### src/rtl/speed_select_pkg.sv
`default_nettype none
// ============================================================================
// Module      : speed_select_pkg
// Description : Shared constants and types for the speed_select block and the
//               clock-divider stage that consumes its divisor. DIV_W is the
//               common divisor width on both sides of that interface.
// Revision    : 1.0 - initial release
// ============================================================================
package speed_select_pkg;

    localparam int DIV_W            = 28;

    // Board defaults: 50 MHz clock, 10 ms debounce, 0.5 s initial period.
    localparam int DEBOUNCE_DEF     = 500_000;
    localparam int DINIT_DEF        = 25_000_000;
    localparam int DSTEP_DEF        = 2_500_000;
    localparam int DMIN_DEF         = 2_500_000;
    localparam int DMAX_DEF         = 100_000_000;

    typedef logic [DIV_W-1:0] div_t;

    // Direction of a divisor update in a given cycle.
    typedef enum logic [1:0] {
        STEP_HOLD   = 2'd0,
        STEP_FASTER = 2'd1,
        STEP_SLOWER = 2'd2
    } step_e;

    // Two simultaneous presses cancel each other out.
    function automatic step_e step_decode(input logic faster, input logic slower);
        step_e step;
        case ({faster, slower})
            2'b10:   step = STEP_FASTER;
            2'b01:   step = STEP_SLOWER;
            default: step = STEP_HOLD;
        endcase
        return step;
    endfunction

endpackage : speed_select_pkg
`default_nettype wire

### src/rtl/speed_select_if.sv
`default_nettype none
// ============================================================================
// Module      : speed_select_if
// Description : Groups the push-button inputs and the divisor outputs of
//               speed_select.
//               master : the speed_select block (keys in, divisor out)
//               slave  : the environment (keys out, divisor in)
//               key_faster / key_slower : raw active-low buttons
//               dnew                    : registered divisor, DIV_W bits
//               at_min / at_max         : divisor sits on a limit
//               changed                 : one-cycle pulse on a new dnew
// Revision    : 1.0 - initial release
// ============================================================================
interface speed_select_if;
    import speed_select_pkg::*;

    logic key_faster;
    logic key_slower;
    div_t dnew;
    logic at_min;
    logic at_max;
    logic changed;

    modport master (
        input  key_faster,
        input  key_slower,
        output dnew,
        output at_min,
        output at_max,
        output changed
    );

    modport slave (
        output key_faster,
        output key_slower,
        input  dnew,
        input  at_min,
        input  at_max,
        input  changed
    );

endinterface : speed_select_if
`default_nettype wire

### src/rtl/speed_select_key_debounce.sv
`default_nettype none
// ============================================================================
// Module      : key_debounce
// Description : Synchronises one raw active-low push-button, debounces it and
//               emits a registered single-cycle pulse on each accepted press.
//               clk, rst : system clock, synchronous active-high reset
//               i_key_n  : raw button, asynchronous, 0 = pressed
//               o_press  : one-cycle press event
// Revision    : 1.0 - initial release
// ============================================================================
module key_debounce #(
    parameter int DEBOUNCE_CYCLES = 500_000
) (
    input  logic clk,
    input  logic rst,
    input  logic i_key_n,
    output logic o_press
);

    // +1 keeps the width at least one bit when DEBOUNCE_CYCLES is 1.
    localparam int                 c_CNT_W    = $clog2(DEBOUNCE_CYCLES + 1);
    localparam logic [c_CNT_W-1:0] c_CNT_LAST = c_CNT_W'(DEBOUNCE_CYCLES - 1);

    logic               r_meta;
    logic               r_sync;
    logic [1:0]         r_vld;
    logic               r_armed;
    logic [c_CNT_W-1:0] r_cnt;
    logic               r_deb;
    logic               r_deb_q;
    logic               r_press;

    always_ff @(posedge clk) begin
        if (rst) begin
            r_meta  <= 1'b1;
            r_sync  <= 1'b1;
            r_vld   <= 2'b00;
            r_armed <= 1'b0;
            r_cnt   <= '0;
            r_deb   <= 1'b1;
            r_deb_q <= 1'b1;
            r_press <= 1'b0;
        end else begin
            r_meta <= i_key_n;
            r_sync <= r_meta;

            // r_vld[1] marks the point where r_sync reflects the real key
            // rather than its reset value. The key only arms once it has
            // been seen released, so a button held through reset cannot
            // produce a press until it is let go and pressed again.
            r_vld <= {r_vld[0], 1'b1};
            if (r_vld[1] && r_sync) begin
                r_armed <= 1'b1;
            end

            if (r_sync == r_deb) begin
                r_cnt <= '0;
            end else if (r_cnt == c_CNT_LAST) begin
                r_deb <= r_sync;
                r_cnt <= '0;
            end else begin
                r_cnt <= r_cnt + c_CNT_W'(1);
            end

            // Falling edge of the accepted level only; release is ignored.
            r_deb_q <= r_deb;
            r_press <= r_armed & r_deb_q & ~r_deb;
        end
    end

    assign o_press = r_press;

endmodule : key_debounce
`default_nettype wire

### src/rtl/speed_select.sv
`default_nettype none
// ============================================================================
// Module      : speed_select
// Description : Produces the divisor dnew for the taillight clock divider.
//               Debounced "faster"/"slower" button presses step the divisor
//               down/up by DSTEP, saturating at DMIN/DMAX.
//               clk, rst : system clock, synchronous active-high reset
//               bus      : speed_select_if.master (keys in; dnew, at_min,
//                          at_max, changed out - all outputs registered)
// Revision    : 1.0 - initial release
// ============================================================================
module speed_select
    import speed_select_pkg::*;
#(
    parameter int DEBOUNCE_CYCLES = DEBOUNCE_DEF,
    parameter int DINIT           = DINIT_DEF,
    parameter int DSTEP           = DSTEP_DEF,
    parameter int DMIN            = DMIN_DEF,
    parameter int DMAX            = DMAX_DEF
) (
    input  logic             clk,
    input  logic             rst,
    speed_select_if.master   bus
);

    // Limits carried one bit wider than the divisor so that DMIN+DSTEP and
    // dnew+DSTEP can never wrap.
    localparam logic [DIV_W:0] c_INIT     = (DIV_W + 1)'(DINIT);
    localparam logic [DIV_W:0] c_STEP     = (DIV_W + 1)'(DSTEP);
    localparam logic [DIV_W:0] c_MIN      = (DIV_W + 1)'(DMIN);
    localparam logic [DIV_W:0] c_MAX      = (DIV_W + 1)'(DMAX);
    localparam logic [DIV_W:0] c_MIN_STEP = c_MIN + c_STEP;

    logic           w_press_faster;
    logic           w_press_slower;
    step_e          w_step;
    logic [DIV_W:0] w_dnew_wide;
    div_t           w_dnew_next;

    div_t           r_dnew;
    logic           r_changed;
    logic           r_at_min;
    logic           r_at_max;

    key_debounce #(
        .DEBOUNCE_CYCLES (DEBOUNCE_CYCLES)
    ) u_key_faster (
        .clk     (clk),
        .rst     (rst),
        .i_key_n (bus.key_faster),
        .o_press (w_press_faster)
    );

    key_debounce #(
        .DEBOUNCE_CYCLES (DEBOUNCE_CYCLES)
    ) u_key_slower (
        .clk     (clk),
        .rst     (rst),
        .i_key_n (bus.key_slower),
        .o_press (w_press_slower)
    );

    assign w_step      = step_decode(w_press_faster, w_press_slower);
    assign w_dnew_wide = {1'b0, r_dnew};

    // dnew >= DMAX-DSTEP is evaluated as dnew+DSTEP >= DMAX so that a step
    // larger than DMAX cannot underflow the threshold.
    always_comb begin
        w_dnew_next = r_dnew;
        case (w_step)
            STEP_FASTER: begin
                if (w_dnew_wide <= c_MIN_STEP) begin
                    w_dnew_next = c_MIN[DIV_W-1:0];
                end else begin
                    w_dnew_next = r_dnew - c_STEP[DIV_W-1:0];
                end
            end
            STEP_SLOWER: begin
                if ((w_dnew_wide + c_STEP) >= c_MAX) begin
                    w_dnew_next = c_MAX[DIV_W-1:0];
                end else begin
                    w_dnew_next = r_dnew + c_STEP[DIV_W-1:0];
                end
            end
            default: w_dnew_next = r_dnew;
        endcase
    end

    always_ff @(posedge clk) begin
        if (rst) begin
            r_dnew    <= c_INIT[DIV_W-1:0];
            r_changed <= 1'b0;
            r_at_min  <= (c_INIT == c_MIN);
            r_at_max  <= (c_INIT == c_MAX);
        end else begin
            r_dnew    <= w_dnew_next;
            // A press while already on a limit yields no pulse.
            r_changed <= (w_dnew_next != r_dnew);
            r_at_min  <= (w_dnew_next == c_MIN[DIV_W-1:0]);
            r_at_max  <= (w_dnew_next == c_MAX[DIV_W-1:0]);
        end
    end

    assign bus.dnew    = r_dnew;
    assign bus.changed = r_changed;
    assign bus.at_min  = r_at_min;
    assign bus.at_max  = r_at_max;

endmodule : speed_select
`default_nettype wire

### src/flat_wrapper.sv
// flat-port wrapper written by rule: the top's interface ports become plain ports
module speed_select_flat import speed_select_pkg::*;
#(
    parameter int DEBOUNCE_CYCLES = DEBOUNCE_DEF,
    parameter int DINIT           = DINIT_DEF,
    parameter int DSTEP           = DSTEP_DEF,
    parameter int DMIN            = DMIN_DEF,
    parameter int DMAX            = DMAX_DEF
)
  (clk, rst, bus_key_faster, bus_key_slower, bus_dnew, bus_at_min, bus_at_max, bus_changed);
  speed_select_if bus_i ();
  input  logic clk;
  input  logic rst;
  input wire logic [$bits(bus_i.key_faster)-1:0] bus_key_faster;
  input wire logic [$bits(bus_i.key_slower)-1:0] bus_key_slower;
  output wire logic [$bits(bus_i.dnew)-1:0] bus_dnew;
  output wire logic [$bits(bus_i.at_min)-1:0] bus_at_min;
  output wire logic [$bits(bus_i.at_max)-1:0] bus_at_max;
  output wire logic [$bits(bus_i.changed)-1:0] bus_changed;
  assign bus_i.key_faster = bus_key_faster;
  assign bus_i.key_slower = bus_key_slower;
  assign bus_dnew = bus_i.dnew;
  assign bus_at_min = bus_i.at_min;
  assign bus_at_max = bus_i.at_max;
  assign bus_changed = bus_i.changed;
  speed_select #(.DEBOUNCE_CYCLES(DEBOUNCE_CYCLES), .DINIT(DINIT), .DSTEP(DSTEP), .DMIN(DMIN), .DMAX(DMAX)) u_core (.clk(clk), .rst(rst), .bus(bus_i));
endmodule
### config.mk
export PLATFORM = sky130hd
export DESIGN_NAME = speed_select_flat
export DESIGN_NICKNAME = d
export VERILOG_FILES = /design/src/rtl/speed_select_pkg.sv /design/src/rtl/speed_select_if.sv /design/src/rtl/speed_select_key_debounce.sv /design/src/rtl/speed_select.sv /design/src/flat_wrapper.sv
export SDC_FILE = /design/constraint.sdc
export NUM_CORES = 1
export LEC_CHECK = 0
export BUFFER_PORTS_ARGS = -buffer_cell sky130_fd_sc_hd__buf_2
export CAP_MARGIN = 20
export CORE_MARGIN = 2
export CORE_UTILIZATION = 61
export DETAILED_ROUTE_END_ITERATION = 7
export PLACE_DENSITY = 0.8
export SLEW_MARGIN = 20
export SYNTH_ARGS = -nofsm -noshare
export SYNTH_HDL_FRONTEND = slang
export SYNTH_SLANG_ARGS = --single-unit
### constraint.sdc
create_clock -name clk -period 3.5 [get_ports clk]
set_input_delay 0.175 -clock clk [delete_from_list [all_inputs] [get_ports clk]]
set_output_delay 0.175 -clock clk [all_outputs]
set_load 0.1 [all_outputs]
=== After elaboration in Yosys (flattened, before gate mapping) ===
Index checks and enable logic that the tools add are counted.

* Output and inout port bits: 31
* Input port bits: 4
* Flip-flop bits (word level): 85
* Logic and storage cells: 60

* Reductions and logical operators: 6
* Multiplexer cells: 6
* Eq/ne operators: 11
* Bitwise gates (word level): 8
* $lt $le $gt $ge: 2
* Add/subtract/negate cells: 5

{| class="wikitable"
|+ Operators by type and width
! kind !! number
|-
| $mux W28 || 2
|-
| $pmux W28 S2 || 1
|-
| $add A19 B1 Y19 const B || 2
|-
| $eq A19 B19 Y1 const B || 2
|-
| $add A28 B22 Y29 const B || 1
|-
| $ge A29 B27 Y1 const B || 1
|-
| $add A28 B22 Y28 const B || 1
|-
| $eq A28 B22 Y1 const B || 1
|-
| $eq A28 B27 Y1 const B || 1
|-
| $le A28 B23 Y1 const B || 1
|-
| $ne A28 B28 Y1 || 1
|-
| $sub A28 B22 Y28 const B || 1
|-
| $reduce_or A3 Y1 || 2
|-
| $and A1 B1 Y1 || 4
|-
| $eq A2 B1 Y1 const B || 2
|-
| $eq A2 B2 Y1 const B || 2
|-
| $not A1 Y1 || 4
|-
| $pmux W2 S2 || 1
|-
| $reduce_and A2 Y1 || 2
|-
| $eq A1 B1 Y1 || 2
|-
| $logic_and A1 B1 Y1 || 2
|-
| $mux W1 || 2
|}

=== Longest topological paths before layout ===
Gate-level depths: netlist of the first run.

* Depth in word-level cells: 5
* Mapped depth: 15
* Gate-level depth less buffers: 13

=== Modules after synthesis ===
A second synthesis of the first run with hierarchy kept.

* Cell total of the unflattened synthesis: 825
* Area, all modules: 6,154.7 sq um

{| class="wikitable"
|+ By module, submodules not included
! module !! instances !! cells an instance !! area an instance (sq um) !! sequential area each (sq um)
|-
| speed_select || 1 || 587 || 3,927.5 || 620.6
|-
| key_debounce || 2 || 119 || 1,113.6 || 540.5
|}

=== Worst setup path after synthesis of the first run ===
No wires, ideal clock.

* Kind: reg-to-reg
* From: register u_core.r_dnew[14], in the netlist u_core.bus.dnew[14]
* To: register u_core.r_changed, in the netlist u_core.bus.changed
* Buffers on the path: 2
* Cell stages (with the launch flop): 13
* Setup time: 145 ps
* Setup slack: -448 ps
* Data required time: 3,355 ps
* Clock period less this slack: 3,948 ps
* Arrival: 3,804 ps
* Cells stage by stage: dfxtp_1 -> buf_2 -> inv_1 -> or4_1 -> or3_1 -> a211oi_2 -> buf_2 -> o32ai_1 -> a311o_1 -> nor4_1 -> nand4_1 -> a211oi_1 -> a41oi_1

* Word-level cells in the longest chain between the ends: 5
* Elaborated cells on any way between the ends: 9
* Those cells by class: add/sub (3); order compare (2); eq/ne (1); mux (3)

{| class="wikitable"
|+ RTL lines
! item !! line !! text
|-
| from (decl) || speed_select.sv:40 || <nowiki>div_t r_dnew;</nowiki>
|-
| from (signal assigned) || speed_select.sv:91 || <nowiki>r_dnew <= c_INIT[DIV_W-1:0];</nowiki>
|-
| from (signal assigned) || speed_select.sv:96 || <nowiki>r_dnew <= w_dnew_next;</nowiki>
|-
| $add A28 B22 Y29 || speed_select.sv:79 || <nowiki>if ((w_dnew_wide + c_STEP) >= c_MAX) begin</nowiki>
|-
| $ge A29 B27 Y1 || speed_select.sv:79 ||
|-
| $mux W28 || speed_select.sv:79 ||
|-
| $pmux W28 S2 || speed_select.sv:70 || <nowiki>case (w_step)</nowiki>
|-
| $ne A28 B28 Y1 * || speed_select.sv:98 || <nowiki>r_changed <= (w_dnew_next != r_dnew);</nowiki>
|-
| to (signal assigned) || speed_select.sv:98 ||
|-
| to (decl) || speed_select.sv:41 || <nowiki>logic r_changed;</nowiki>
|}

Every way passes the cells marked *; elsewhere a longest branch is shown, timed or not.
A chain may end at the register's enable or synchronous reset.

=== Worst setup path after layout of the first run ===
* From: register u_core.r_dnew[6], in the netlist u_core.bus.dnew[6]
* To: register u_core.r_at_max, in the netlist u_core.bus.at_max

* Word-level cells in the longest chain between the ends: 5
* Elaborated cells on any way between the ends: 9
* Those cells by class: add/sub (3); order compare (2); eq/ne (1); mux (3)

{| class="wikitable"
|+ RTL lines
! item !! line !! text
|-
| $add A28 B22 Y29 || speed_select.sv:79 ||
|-
| $ge A29 B27 Y1 || speed_select.sv:79 ||
|-
| $mux W28 || speed_select.sv:79 ||
|-
| $pmux W28 S2 * || speed_select.sv:70 ||
|-
| $eq A28 B27 Y1 * || speed_select.sv:100 || <nowiki>r_at_max <= (w_dnew_next == c_MAX[DIV_W-1:0]);</nowiki>
|-
| to (signal assigned) || speed_select.sv:94 || <nowiki>r_at_max <= (c_INIT == c_MAX);</nowiki>
|-
| to (signal assigned) || speed_select.sv:100 ||
|-
| to (decl) || speed_select.sv:43 || <nowiki>logic r_at_max;</nowiki>
|}

Marked as above.

==> impl_metrics.yaml, run 1 <==
outcome:
  status: "finished, violations left"
  violations: "negative setup slack"
final_layout:
  area_growth_pct: 31.5
  largest_register_ffs: 28
  nNetsFinal: 962
  area.sequential_um2: 1710
  nFillCells: 674
  multi_input_area_um2: 4270
  drive_above_1_share_pct: 31.9
  n_antenna_cell: 0
global_routing:
  grt_usage_pct: 43.0
  grt_pass1_vias: 6633
  antenna_found_initial: 0
  grt_max_degree: 49
  grt_pass1_wl_um: 34800
  overflow: 0
synthesis:
  synthTopCellsByArea: "dfxtp_1 (28%), nor2_1 (6.8%), nand2_1 (4.1%)"
  synthAdderAreaFrac_pct: 1.25
  yosys_warnings: 0
  synth_mux_area_share_pct: 1.02
  avgSynthCellArea_um2: 7.48
  seq_area_frac_synth_pct: 27.7
  synth_edf_count: 0
  syn_inst: 802
  synth_top_family_by_area: "simple AND/OR/NAND/NOR gates"
  syn_area_um2: 6000
  ys_ff_latch: 83
  synth.top_cell.area_share_pct: 27.7
  synth_nets: 812
  synth_compound_area_share_pct: 27.4
  ys_async_sr_fraction_pct: 0
  synth_xor_area_share_pct: 7.30
  synth_cell_types: 88
  synth_top_area_cell: "dfxtp_1"
  yosys.area_share.simple_pct: 29.3
  ys.flop_type: "dfxtp_1"
critical_path:
  worstPathRequired_ns: 3.80
  crit_path_start: "u_core.bus.dnew[6]"
  ff2ff_path_depth: 15
  startpoint_type: "flop"
  r2r-end: "u_core.bus.at_max"
  critPathCaptureType: "flop"
  crit_fanout: 6
  crit_type: "reg -> reg"
  crit-reg2reg-launch: "u_core.bus.dnew[6]"
  cp-endpoint: "u_core.bus.at_max"
  rrSetupSlack_ns: -0.12
  arrival_ns: 3.92
sta:
  skew_ns: 0.0144
  finalSetupTns_ns: -0.223
  clock.fmax_ghz: 0.276
  final.period_utilization_pct: 103
  slew_viol_final: 0
  final-hold-violation-count: 0
  relSlewSlack_pct: 54.2
  finalCriticalPeriod_ns: 3.62
  worst_pin_slew_ns: 0.686
  rsz0062_at_grt: "yes"
  final-setup-viol-count: 3
  setup_slack_ns: -0.119
cts:
  cts-root-buf: "clkbuf_8"
  path_clk_slew_ns: 0.10
  cts_buffers: 9
  insertion_delay_ns: 0.38
  h-tree-depth: 3
  clock_sinks: 83
  clock_path_buffers: 2
  cts_tree: "done"
routing:
  drc: 0
  wl_per_cell_um: 21.3
  viasPerCell: 6.73
  firstDrtPassIters: 7
  postRouteAntennaNets: 0
  via_count: 7340
  wirelength_um: 23200
  drt_iter0_drc: 976
placed_design:
  gp_congestion: 1.13
  numPortBuffers: 34
  post-place-ws_ns: -0.314
  hpwlAfterDp_um: 16600
pwr:
  power_per_cell_area_nw_per_um2: 206
  power.leakage_uw: 0.00298
  vdd_ir_drop_max_mv: 0.321
floorplanning:
  die-width_um: 103
  initial_core_util_pct: 62.2
  ios: 35
  die_h_um: 103
  core-area_um2: 9640
  rows: 36
  dieArea_um2: 10600
hold_path:
  hp-start: "rst"
  holdCritPathClass: "in -> reg"
job:
  max_cap_violations: 0
==> report_power, final <==
group          leakage (uW)  switching (uW)  internal (uW)  total [uW]
clock             0.0000910             394            263         657
sequential         0.000674            3.42            943         946
combinational       0.00221            16.0           7.42        23.4
==> cells in the mapped netlist (all sizes together), types with 4 or more instances <==
library cell and count:
or2 15, nor4 11, and2 20, a31oi 11, and3 8, xor2 24
a21o 10, inv 24, ha 6, o311ai 4, nand4 13, dfxtp 83
buf 29, mux2i 5, or4 6, nor3 35, a211oi 9, a211o 4
a21oi 44, o21a 13, o221ai 6, o31ai 5, nand3 29, clkbuf 28
o21ai 58, xnor2 26, o211a 4, a2111oi 5, nand4b 4, o211ai 7
a221o 4, nor2 108, a22oi 5, o31a 5, nand2 66, or3 15
==> cells by family after synthesis <==
kind of cell | count (synthesis)
AND/OR/NAND/NOR | 346
AO/OA/AOI/OAI | 229
buffers and inverters | 82
multiplexers | 6
adder cells (fa/ha/maj) | 6
flip-flops | 83
XOR/XNOR | 50
==> final cells by class <==
cell class	count	area share, %
inverters	25	1.19
repair buffers	196	18.7
well taps	133	2.11
multi-input cells	637	54.1
clock inverters	7	0.635
clock buffers	9	1.57
flip-flops and latches	83	21.7
==> worst min-delay path by stage <==
| stage | slack (ns) | to | cells past startpoint |
|---|---|---|---|
| floorplan | 0.28 | u_core.u_key_faster.r_meta | 1 |
| global placement | 0.36 | u_core.u_key_slower.r_meta | 2 |
| detailed placement | 0.36 | u_core.u_key_faster.r_meta | 2 |
| CTS | 0.21 | u_core.u_key_slower.r_armed | 2 |
| global route | 0.27 | u_core.bus.dnew[15] | 2 |
| finish | 0.24 | u_core.u_key_slower.r_armed | 2 |
==> critical path, cell delays in order, from the launching register on <==
cell and delay (ns):
dfxtp_4 0.37, buf_6 0.12, a211oi_4 0.27, nand3b_1 0.32
o2bb2ai_4 0.13, buf_6 0.13, or3b_4 0.38, o21ai_4 0.08
nand3_2 0.13, buf_6 0.15, o21ai_4 0.26, buf_4 0.20
o21ai_2 0.08, a22o_1 0.23, or4_4 0.46, nor4_2 0.22
==> metrics by stage <==
step,hold WS [ns],total power [uW],cell area [um2],cells,util [%]
final,0.243,1630,7890,1090,81.8
after global routing,0.266,1660,7890,1090,81.8
after CTS,0.210,1640,7590,1077,78.7
after detailed placement,0.359,990,7120,1042,73.9
after global placement,0.356,989,7120,1042,73.9
after floorplan,0.279,983,6040,802,-
==> cells in the final DEF, fill, tap and decap left out, drive strengths merged, types with 6 or more instances in the layout <==
master / instances
a211oi: 9
a21o: 10
a21oi: 44
a31oi: 11
and2: 20
and3: 8
buf: 193
clkbuf: 10
dfxtp: 83
ha: 6
inv: 27
nand2: 66
nand3: 29
nand4: 13
nor2: 108
nor3: 35
nor4: 11
o211ai: 7
o21a: 13
o21ai: 58
o221ai: 6
or2: 15
or3: 15
or4: 6
xnor2: 26
xor2: 24
==> what timing repair did <==
action,CTS,global route
gates cloned,1,0
resized for setup,34,35
hold buffers,2,0
hold endpoints to repair,2,0
pin swaps,21,15
endpoints found under the setup margin,4,3
buffers inserted,17,16
==> metal layers <==
layer / track usage [%] / up-vias / share of wire (%) / routed length (um)
li1: - / 3212 / - / -
met1: 55.5 / 3389 / 38 / 8730
met2: 65.8 / 584 / 43 / 9950
met3: 14.5 / 155 / 14 / 3240
met4: 18.2 / 0 / 5.7 / 1320
met5: 0 / - / 0 / 0
No activity file was read; power rests on OpenSTA's default activity.
==> run 2: changes to the inputs <==
--- a/config.mk
+++ b/config.mk
@@ -11,6 +11,7 @@
 export CORE_UTILIZATION = 61
 export DETAILED_ROUTE_END_ITERATION = 7
 export PLACE_DENSITY = 0.8
+export SETUP_SLACK_MARGIN = 0.05
 export SLEW_MARGIN = 20
 export SYNTH_ARGS = -nofsm -noshare
 export SYNTH_HDL_FRONTEND = slang
==> run 2 against run 1 <==
- the flow finishes with violations (design-rule violations, negative setup slack)
- clock power is 9.9% higher
- hold slack better by 0.065 ns
- first-iteration DRC count is 13% lower
- routed wire length is 1.8% higher
- core utilization is 0.74 points lower
- largest power group unchanged
- final cell count is 1.0% lower
- sequential share of layout area is 0.29 points higher
- final area is 0.90% lower
- power is 4.0% higher
- sequential power hardly changed
==> impl_metrics.yaml, run 2 (same netlist as run 1, synthesis figures left out) <==
outcome:
  status: "finished, violations left"
  violations: "design-rule violations, negative setup slack"
hold_path:
  holdCritPathClass: "in -> reg"
  hp-start: "rst"
placed_design:
  gp_congestion: 1.24
  post-place-ws_ns: -0.208
  numPortBuffers: 34
  hpwlAfterDp_um: 17200
global_routing:
  antenna_found_initial: 0
  use_met1_pct: 52.7
  grt_pass1_wl_um: 35400
  grt_max_degree: 49
  grt_usage_pct: 43.8
  grt_util_met3_pct: 13.6
  overflow: 0
  grt_use_met2_pct: 67.8
  grt_pass1_vias: 6857
  grt_busiest_layer: "met2"
cts:
  path_clk_slew_ns: 0.11
  insertion_delay_ns: 0.38
  cts_tree: "done"
  cts_buffers: 9
  cts-root-buf: "clkbuf_8"
  h-tree-depth: 3
  clock_sinks: 83
  clock_path_buffers: 2
pwr:
  p_total_uw: 1690
  power.leakage_uw: 0.00294
  vdd_ir_drop_max_mv: 0.295
  power_per_cell_area_nw_per_um2: 216
sta:
  finalSetupTns_ns: -0.113
  clock.fmax_ghz: 0.279
  skew_ns: 0.0255
  final-setup-viol-count: 2
  relSlewSlack_pct: 36.6
  worst_pin_slew_ns: 0.942
  slew_viol_final: 0
  final-hold-violation-count: 0
  setup_slack_ns: -0.0883
  final.period_utilization_pct: 103
  finalCriticalPeriod_ns: 3.59
  rsz0062_at_grt: "yes"
  hold_ws_ns: 0.308
final_layout:
  area_growth_pct: 30.3
  nNetsFinal: 951
  final_cell_mix: "buf_4 (139), nor2_1 (108), nand2_1 (65), dfxtp_1 (60), o21ai_0 (42)"
  largest_register_ffs: 28
  n_antenna_cell: 0
  drive_above_1_share_pct: 31.4
  layout.cells.most_common: "buf_4"
floorplanning:
  ios: 35
  initial_core_util_pct: 62.2
  dieArea_um2: 10600
  rows: 36
  die_h_um: 103
  die-width_um: 103
  core-area_um2: 9640
routing:
  firstDrtPassIters: 8
  drt_iter0_drc: 848
  wl_per_cell_um: 21.9
  wirelength_um: 23600
  postRouteAntennaNets: 0
  drc: 2
  via_count: 7343
  viasPerCell: 6.81
critical_path:
  critical-path-max-stage-delay_ns: 0.40
  crit-reg2reg-launch: "u_core.bus.dnew[5]"
  crit_path_start: "u_core.bus.dnew[5]"
  startpoint_type: "flop"
  path_cells: "buf_4 > inv_1 > ha_1 > nand4b_1 > nand3_1 > a211oi_1 > buf_4 > o21a_1 > xnor2_2 > o21ai_1 > a31oi_1 > o22ai_1 > a2111oi_1 > nand4b_1 > buf_4 > nor4_4"
  critPathCaptureType: "flop"
  arrival_ns: 3.89
  worstPathRequired_ns: 3.80
  crit_fanout: 7
  crit_type: "reg -> reg"
  slowest_stage: "a2111oi_1"
  path_common_cell: "buf_4"
job:
  max_cap_violations: 0
[run 2: layer usage]
metal | wire, um | up-vias
met1 | 8500 | 3334
met5 | 0 | -
met4 | 1830 | 0
li1 | - | 3198
met3 | 3050 | 185
met2 | 10300 | 626
[run 2: per-stage QoR]
| step | cell area (um2) | std cells | util [%] |
|---|---|---|---|
| global route | 7820 | 1079 | 81.1 |
| CTS | 7510 | 1069 | 77.9 |
| floorplan | 6060 | 802 | - |
| finish | 7820 | 1079 | 81.1 |
| global placement | 7190 | 1048 | 74.5 |
| detailed placement | 7190 | 1048 | 74.5 |
[run 2: report_power, final]
group,leakage (uW),internal [uW],total (uW),switching [uW]
clock network,0.000102,338,722,384
registers,0.000675,940,943,2.97
logic,0.00216,8.21,25.8,17.6
[run 2: worst paths after layout]
check	end	slack, ns	depth (start not counted)
min	u_core.bus.dnew[11]	0.31	4
max	u_core.bus.at_min	-0.09	16
min reg2reg	u_core.u_key_faster.r_sync	0.43	1
max reg2reg	u_core.bus.at_min	-0.09	16
[run 2: worst max-delay path: cells and delay by family, from the launching register on]
| kind | cells | cell delay, ns |
|---|---|---|
| compound gates | 6 | 1.31 |
| xor+xnor | 1 | 0.15 |
| fa+ha+maj | 1 | 0.24 |
| buf+inv | 4 | 0.71 |
| flops | 1 | 0.37 |
| simple gates | 4 | 0.74 |
[run 2: layout make-up]
| type | count | area (um2) |
|---|---|---|
| clock buffer | 10 | 128 |
| clock inverter | 6 | 71.3 |
| fill | 654 | 1820 |
| inverter | 25 | 93.8 |
| multi-input combinational | 637 | 4250 |
| sequential | 83 | 1720 |
| tap | 133 | 166 |
| timing repair buffer | 185 | 1390 |
[run 2: repair_timing]
item	4_1_cts	5_1_grt
setup buffers	3	10
hold buffers	2	0
pin swaps	9	23
endpoints found under the setup margin	3	8
endpoints found under the hold margin	2	0
gates resized for setup	17	45
